$ cat src/rtl/imem_fetch_ctrl.sv
// rtl/imem_fetch_ctrl.sv - instruction memory loader and in-order fetch controller
module imem_fetch_ctrl #(
  parameter int DEPTH = 16
) (
  input  logic        clk,
  input  logic        reset,
  input  logic        restart,
  input  logic        ld_valid,
  input  logic [31:0] ld_data,
  input  logic        ld_last,
  output logic        ld_ready,
  input  logic        if_ready,
  output logic        if_valid,
  output logic [31:0] if_instr,
  output logic [31:0] if_pc,
  input  logic        br_taken,
  input  logic [31:0] br_target,
  output logic [4:0]  loaded_count,
  output logic [1:0]  state,
  output logic        err_align
);

  typedef enum logic [1:0] {LOAD = 2'd0, RUN = 2'd1, HALT = 2'd2} state_t;

  state_t      st;
  logic [31:0] mem [DEPTH];
  logic [31:0] fetch_pc;
  logic        ld_accept;
  logic        in_range;
  logic        advance;

  assign state     = st;
  assign ld_ready  = (st == LOAD) && (loaded_count < 5'(DEPTH));
  assign ld_accept = ld_valid && ld_ready;
  assign in_range  = (fetch_pc[31:6] == 26'd0) && ({1'b0, fetch_pc[5:2]} < loaded_count);
  assign advance   = !if_valid || if_ready;

  // Storage carries no reset; its contents are meaningless until reloaded.
  always_ff @(posedge clk) begin
    if (ld_accept && !restart)
      mem[loaded_count[3:0]] <= ld_data;
  end

  always_ff @(posedge clk or negedge reset) begin
    if (!reset) begin
      st           <= LOAD;
      loaded_count <= 5'd0;
      fetch_pc     <= 32'd0;
      if_valid     <= 1'b0;
      if_instr     <= 32'd0;
      if_pc        <= 32'd0;
      err_align    <= 1'b0;
    end else if (restart) begin
      st           <= LOAD;
      loaded_count <= 5'd0;
      fetch_pc     <= 32'd0;
      if_valid     <= 1'b0;
      err_align    <= 1'b0;
    end else begin
      case (st)
        LOAD: begin
          if (ld_accept) begin
            loaded_count <= loaded_count + 5'd1;
            if (ld_last || (loaded_count == 5'(DEPTH - 1))) begin
              st       <= RUN;
              fetch_pc <= 32'd0;
              if_valid <= 1'b0;
            end
          end
        end
        RUN: begin
          if (br_taken) begin
            if_valid <= 1'b0;
            if (br_target[1:0] != 2'b00) begin
              err_align <= 1'b1;
              st        <= HALT;
            end else begin
              fetch_pc <= br_target;
            end
          end else if (advance) begin
            if (in_range) begin
              if_instr <= mem[fetch_pc[5:2]];
              if_pc    <= fetch_pc;
              if_valid <= 1'b1;
              fetch_pc <= fetch_pc + 32'd4;
            end else begin
              if_valid <= 1'b0;
              st       <= HALT;
            end
          end
        end
        default: begin
          if_valid <= 1'b0;
        end
      endcase
    end
  end

endmodule

$ cat config.mk
export PLATFORM = sky130hd
export DESIGN_NAME = imem_fetch_ctrl
export DESIGN_NICKNAME = d
export VERILOG_FILES = /design/src/rtl/imem_fetch_ctrl.sv
export SDC_FILE = /design/constraint.sdc
export NUM_CORES = 1
export LEC_CHECK = 0
export CORE_MARGIN = 1.5
export CORE_UTILIZATION = 40
export CTS_CLUSTER_DIAMETER = 40
export DETAILED_ROUTE_END_ITERATION = 6
export PLACE_DENSITY_LB_ADDON = 0.25
export SLEW_MARGIN = 10
export SYNTH_ARGS = -nofsm -noshare
export SYNTH_HDL_FRONTEND = slang
export SYNTH_SLANG_ARGS = --single-unit
$ cat constraint.sdc
create_clock -name clk -period 5 [get_ports clk]
set_clock_uncertainty 0.1 [all_clocks]
set_input_delay 1.5 -clock clk [delete_from_list [all_inputs] [get_ports clk]]
set_output_delay 1.5 -clock clk [all_outputs]
set_load 0.05 [all_outputs]
== After elaboration in Yosys (flattened, before gate mapping) ==
Memory sizes are Yosys's and may differ from the RTL's. A register that Yosys moved wholly into a read port is not among the register bits.
Index checks and enable logic that the tools add are counted.

* Register bits after elaboration: 73
* Latch bits: 0
* Bits in writable memories: 512
* Memory bits (read-only): 0
* Bits of input ports: 71
* Logic and storage cells: 78
* Memories kept: 1

* Add/subtract/negate cells: 2
* $mul: 0
* Div/mod/pow operators: 0
* Order comparisons: 2
* Equality and inequality tests: 9
* Shift-type cells: 0
* Multiplexer cells: 32
* Bitwise gates (word level): 2
* Reductions and logical operators: 24

{| class="wikitable"
|+ Memories
! name !! depth !! width !! read ports !! clocked after memory_dff !! wr ports !! line !! source
|-
| mem || 16 || 32 || 1 || 1 || 1 || 26 || <nowiki>logic [31:0] mem [DEPTH];</nowiki>
|}

{| class="wikitable"
|+ Operator list
! operator !! count
|-
| $mux W32 || 7
|-
| $pmux W32 S2 || 1
|-
| $add A32 B3 Y32 const B || 1
|-
| $logic_not A26 Y1 || 1
|-
| $ne A4 B4 Y1 const B || 5
|-
| $mux W5 || 3
|-
| $mux W2 || 7
|-
| $mux W1 || 12
|-
| $reduce_and A6 Y1 || 2
|-
| $reduce_bool A2 Y1 || 6
|-
| $reduce_and A3 Y1 || 2
|-
| $add A5 B1 Y5 const B || 1
|-
| $eq A5 B4 Y1 const B || 1
|-
| $lt A4 B5 Y1 || 1
|-
| $lt A5 B5 Y1 const B || 1
|-
| $reduce_and A5 Y1 || 1
|-
| $logic_and A1 B1 Y1 || 4
|-
| $pmux W2 S2 || 1
|-
| $logic_not A1 Y1 || 3
|-
| $ne A3 B2 Y1 const B || 1
|-
| $ne A3 B3 Y1 const B || 1
|-
| $reduce_bool A3 Y1 || 1
|-
| $eq A2 B1 Y1 const B || 1
|-
| $logic_not A2 Y1 || 1
|-
| other kinds (4) || 6
|}

== Depth between registers and ports, before layout ==
Gate-level depths: netlist of run 1.

* Word-level depth: 7
* Gate-level depth with buffers: 10

== Least setup slack after synthesis of run 1 ==
No wires, ideal clock.

* Path type: register to register
* Start point: register st[0] (netlist: state[0])
* End point: memory mem[3][0] (enable)
* Library setup time: 0.461 ns
* Data arrival time: 4.995 ns
* Required time: 4.439 ns
* Slack: -0.556 ns
* Cell stages (with the launch flop): 7
* Period minus slack after synthesis: 5.556 ns
* Cells stage by stage: dfrtp_1 > clkbuf_1 > nor3_1 > nand2_1 > nor2_1 > nand2_1 > nor3_1

* Longest elaborated chain between the ends: 6

{| class="wikitable"
|+ Ends and longest elaborated chain
! item !! line !! source
|-
| start, declared || 25 || <nowiki>state_t st;</nowiki>
|-
| start signal, assigned || 46 || <nowiki>st <= LOAD;</nowiki>
|-
| start signal, assigned || 54 || <nowiki>st <= LOAD;</nowiki>
|-
| start signal, assigned || 65 || <nowiki>st <= RUN;</nowiki>
|-
| $logic_not A2 Y1 || 33 || <nowiki>assign ld_ready = (st == LOAD) && (loaded_count < 5'(DEPTH));</nowiki>
|-
| $logic_and A1 B1 Y1 || 33 ||
|-
| net ld_ready || 11 || <nowiki>output logic ld_ready,</nowiki>
|-
| $logic_and A1 B1 Y1 || 34 || <nowiki>assign ld_accept = ld_valid && ld_ready;</nowiki>
|-
| $logic_and A1 B1 Y1 || 40 || <nowiki>if (ld_accept && !restart)</nowiki>
|-
| $mux W1 || 40 ||
|-
| $mux W1 (not written as such) || 41 || <nowiki>mem[loaded_count[3:0]] <= ld_data;</nowiki>
|-
| end, declared || 26 ||
|}

The timed path passes the listed nets, and every way through them passes these cells.

== Final worst setup path of run 1 ==
* Start point: register st[0] (netlist: state[0])
* End point: output port ld_ready

* Longest elaborated chain between the ends: 2

{| class="wikitable"
|+ Ends and longest elaborated chain
! item !! line
|-
| $logic_not A2 Y1 || 33
|-
| $logic_and A1 B1 Y1 || 33
|-
| end, declared || 11
|}

No other way between the ends.

==> flow_summary.yaml, run 1 <==
run_status:
  outcome: "complete, no violations"
global_route:
  globalRouteOverflowTotal: 0
  grt_pass1_vias: 12996
  antenna_found_initial: 0
  globalRouteTotalUtil: 0.1721
  grt_max_degree: 134
  grt_pass1_wl_um: 78450
hold_path:
  hold_depth: 1
  hold_path_class: "register to register"
cells_and_area:
  final_cell_mix: "edfxtp_1 (512), clkdlybuf4s50_1 (143), mux4_2 (128)"
  fin_nets: 1501
  layout-drive-gt1-share: 0.2512
  final_common_cell: "edfxtp_1"
  final_util: 0.4992
  area_growth_syn_to_layout_pct: 23.52
  num_antenna_cells: 0
yosys:
  avgSynthCellArea_um2: 19.48
  synth-edff-count: 512
  yosys.area_share.simple: 0.04152
  synth_cell_types: 50
  muxShareOfSynthArea: 0.1395
  yosysWarnings: 0
  syn_area_um2: 23810
  synthFlopType: "edfxtp_1"
  syn_inst: 1222
  ys_async_sr_fraction: 0.1702
  synth_top_area_share: 0.6458
  synthTopCellsByArea: "edfxtp_1 (65%), mux4_2 (12%), dfrtp_1 (11%)"
  synth_fa_ha_area_frac: 0.004730
  synth_compound_area_frac: 0.04199
  synth_nets: 1302
  yosys_register_bits: 617
  synth_top_family_by_area: "multiplexers"
  synthXorXnorAreaFrac: 0.001104
  synth_top_cell_by_area: "edfxtp_1"
  ys_seq_area_frac: 0.7562
die:
  rows: 89
  initial_core_util: 0.4041
  core_area_um2: 58910
  die_h_um: 247.0
  ios: 145
  die-area_um2: 60990
  die_w_um: 247.0
sta:
  period_minus_slack_ns: 4.080
  worst_pin_slew_ns: 1.118
  drv_slew: 0
  timing.final.crit_share: 0.8160
  rsz0062_at_grt: "false"
  setup_viol: 0
  max_freq_mhz: 245.1
  relSlewSlack: 0.2531
  worst_slack_ns: 0.9199
  tns_ns: 0
  hold_viol_final: 0
pwr:
  p_per_area_nw_per_um2: 448.2
  power_mw: 13.18
  p_leak_nw: 9.881
  irDropWorstVdd_mv: 0.2454
setup_path:
  crit_chain: "nor3_1 -> clkdlybuf4s50_1"
  cpMaxStageDelayCell: "clkdlybuf4s50_1"
  max_stage_delay_ns: 0.91
  startpoint_type: "register"
  crit_path_end_kind: "output pin"
  critPathMaxFanout: 11
  cp.arrival_ns: 2.48
  r2r_cells: 8
  required_ns: 3.40
  crit_type: "register to output pin"
cts:
  cts_hold_buf: 0
  cts_root_buf: "clkbuf_16"
  h-tree-depth: 3
  cts_resized: 0
  clock_path_buffers: 3
  cts_buffers: 90
  cts_setup_buffers: 0
  clkLatencyLatePin_ns: 0.63
  path_clk_slew_ns: 0.05
  cts_tree: "built"
  cts_sinks: 617
place:
  gp_congestion: 0.8183
  hpwl_um: 28610
  numPortBuffers: 144
  place_ws_ns: 0.8607
drt:
  wl_per_cell_um: 22.52
  drt-initial-drc-count: 856
  vias: 12120
  wirelength_um: 51110
  drt_pass1_iterations: 5
  drcViolationCount: 0
  via_per_inst: 5.339
  postRouteAntennaNets: 0
job:
  max_cap_violations: 0
==> through the flow <==
step	hold WS [ns]	instance area (um^2)	std cells
CTS	0.3859	29410	2270
global route	0.3933	29410	2270
floorplan	0.3494	23830	1222
detailed placement	0.3693	26350	2102
global placement	0.3678	26350	2102
finish	0.3812	29410	2270
==> sequential cells by signal, indices dropped and copies added (netlist names) <==
| signal | count |
|---|---|
| if_instr | 32 |
| if_valid | 1 |
| mem | 512 |
| state | 2 |
| if_pc | 32 |
| fetch_pc | 32 |
| loaded_count | 5 |
| err_align | 1 |
==> synthesized netlist by cell type, drive strengths merged, types with 2 or more instances <==
library cell and n:
nor3 12, nor4 14, nor2 38, ha 9, clkbuf 44, dfrtp 105
a32oi 2, buf 23, or3 2, and2 29, nand2 76, o31ai 5
xnor2 3, a22oi 69, mux4 128, mux2 38, o21ai 28, nand3 12
and3 4, or3b 2, a32o 4, edfxtp 512, inv 15, nand2b 3
nand4 4, a21oi 18, nor2b 2, a22o 8
==> path summary, 6_finish.rpt <==
path / startpoint / to / slack [ns]
worst max-delay path: state[0] / ld_ready / 0.92
worst min-delay path: if_pc[21] / if_pc[21] / 0.38
worst max register to register: loaded_count[3] / if_instr[24] / 1.40
worst min register to register: if_pc[21] / if_pc[21] / 0.38
max in group asynchronous: reset / if_pc[5] / 3.02
min in group asynchronous: reset / fetch_pc[20] / 0.86
==> area by class of cell <==
type / count / area, um^2
clock inverters: 61 / 666.9
multi-input cells: 523 / 5618
well taps: 773 / 967.2
fillers: 4756 / 29500
repair buffers: 174 / 1702
inverters: 15 / 56.30
clock buffers: 107 / 2387
flip-flops and latches: 617 / 18010
==> metal layers <==
metal  track usage  part of all wire  vias up
met3       0.03082             0.052       65
li1              -                 -     5374
met2        0.2884              0.50      309
met5             0                 0        -
met4       0.05057             0.016        0
met1        0.2296              0.43     6372
==> logic make-up (layout without fill, tap and decap cells) <==
group | count (synthesis) | after routing
mux | 167 | 167
buf+inv | 82 | 357
simple gates | 201 | 201
fa+ha+maj | 9 | 9
flops | 617 | 617
xor+xnor | 3 | 3
compound gates | 143 | 143
==> critical path, delay by kind of cell, from the launching register on <==
family / cells / cell delay, ns
simple gates: 1 / 0.47
buf+inv: 1 / 0.91
flops: 1 / 0.49
==> power breakdown <==
part | switching [mW] | internal, mW
Combinational | 0.708 | 0.405
Clock | 2.37 | 3.89
Sequential | 0.0744 | 5.72
(Power assumes the default switching activity.)
==> inputs of run 2 (changes only) <==
Clock period 5 ns to 3.7 ns, I/O delays scaled along.
==> flow_summary.yaml, run 2 (same netlist as run 1, synthesis figures left out) <==
run_status:
  outcome: "complete, no violations"
sta:
  hold_viol_final: 0
  relSlewSlack: 0.4971
  tns_ns: 0
  drv_slew: 0
  period_minus_slack_ns: 3.536
  max_freq_mhz: 282.8
  setup_viol: 0
  worst_pin_slew_ns: 0.7543
  rsz0062_at_grt: "false"
  timing.final.crit_share: 0.9557
die:
  core_area_um2: 58910
  die_w_um: 247.0
  ios: 145
  initial_core_util: 0.4041
  die_h_um: 247.0
  rows: 89
  die-area_um2: 60990
place:
  hpwl_um: 29520
  placed_cells: 2114
  gp_congestion: 0.8296
  placed_area_um2: 26690
  numPortBuffers: 144
cells_and_area:
  final_common_cell: "edfxtp_1"
  final_cell_mix: "edfxtp_1 (512), clkdlybuf4s50_1 (143), mux4_2 (128)"
  seq_area_um2: 18010
  largest_register_ffs: 512
  fin_nets: 1510
  num_antenna_cells: 0
  fillCellCount: 4731
  area_growth_syn_to_layout_pct: 24.76
  postLayoutCellArea_um2: 29700
  layout-drive-gt1-share: 0.2515
  multiInputGateArea_um2: 5623
  fin_cells: 2272
global_route:
  grt_pass1_wl_um: 78830
  globalRouteTotalUtil: 0.1729
  antenna_found_initial: 0
  grt_pass1_vias: 13083
  grt_max_degree: 66
  globalRouteOverflowTotal: 0
setup_path:
  crit_path_end_kind: "output pin"
  cpMaxStageDelayCell: "clkdlybuf4s50_1"
  max_stage_delay_ns: 0.87
  crit_chain: "nor3_2 -> clkdlybuf4s50_1"
  cp.arrival_ns: 2.33
  critPathMaxFanout: 11
  crit_type: "register to output pin"
  startpoint_type: "register"
  required_ns: 2.49
drt:
  wl_per_cell_um: 22.46
  vias: 12145
  postRouteAntennaNets: 0
  drt_pass1_iterations: 5
  via_per_inst: 5.346
  drcViolationCount: 0
  wirelength_um: 51030
  drt-initial-drc-count: 851
pwr:
  p_per_area_nw_per_um2: 599.0
  p_leak_nw: 9.986
  irDropWorstVdd_mv: 0.3900
  power_mw: 17.79
cts:
  path_clk_slew_ns: 0.05
  clock_path_buffers: 3
  cts_sinks: 617
  cts_hold_buf: 0
  cts_setup_buffers: 0
  cts_tree: "built"
  cts_resized: 0
  cts_root_buf: "clkbuf_16"
  h-tree-depth: 3
  cts_buffers: 87
  clkLatencyLatePin_ns: 0.63
hold_path:
  hold_path_class: "register to register"
job:
  max_cap_violations: 0
[run 2: path summary, 6_finish.rpt]
path	startpoint	endpoint	slack, ns	depth (start not counted)
setup / recovery	state[0]	ld_ready	0.16	2
hold / removal	if_pc[10]	if_pc[10]	0.38	1
setup reg to reg	loaded_count[2]	if_instr[4]	0.65	8
hold reg to reg	if_pc[10]	if_pc[10]	0.38	1
max in group asynchronous	reset	if_pc[16]	2.17	2
min in group asynchronous	reset	fetch_pc[24]	0.47	1
[run 2: layout make-up]
class                   instances  share of cell area
clock buffers                 102             0.07692
repair buffers                186             0.06833
inverters                      15            0.001896
multi-input cells             523              0.1893
well taps                     773             0.03256
flip-flops and latches        617              0.6063
clock inverters                56             0.02464
[run 2: worst max-delay path, delay by kind of cell, from the launching register on]
family	cells	cell delay, ns
buffers and inverters	1	0.87
DFF	1	0.49
and+or+nand+nor	1	0.35
[run 2: power breakdown]
| part | internal (mW) | switching (mW) |
|---|---|---|
| combinational | 0.561 | 0.950 |
| clock | 5.32 | 3.12 |
| sequential | 7.74 | 0.103 |
[run 2: per-layer routing]
metal | track usage | part of all wire | vias to the layer above
met2 | 0.2859 | 0.49 | 302
met4 | 0.05219 | 0.023 | 0
met1 | 0.2315 | 0.44 | 6357
met5 | 0 | 0 | -
met3 | 0.03440 | 0.046 | 92
li1 | - | - | 5394
[run 2: per-stage QoR]
| step | worst slack [ns] | hold WS, ns | util |
|---|---|---|---|
| finish | 0.1639 | 0.3802 | 0.5042 |
| global route | 0.07586 | 0.3942 | 0.5042 |
| global placement | 0.3721 | 0.3676 | 0.4530 |
| CTS | 0.1163 | 0.3854 | 0.5042 |
| floorplan | 0.04571 | 0.3494 | - |
| detailed placement | 0.3705 | 0.3700 | 0.4530 |
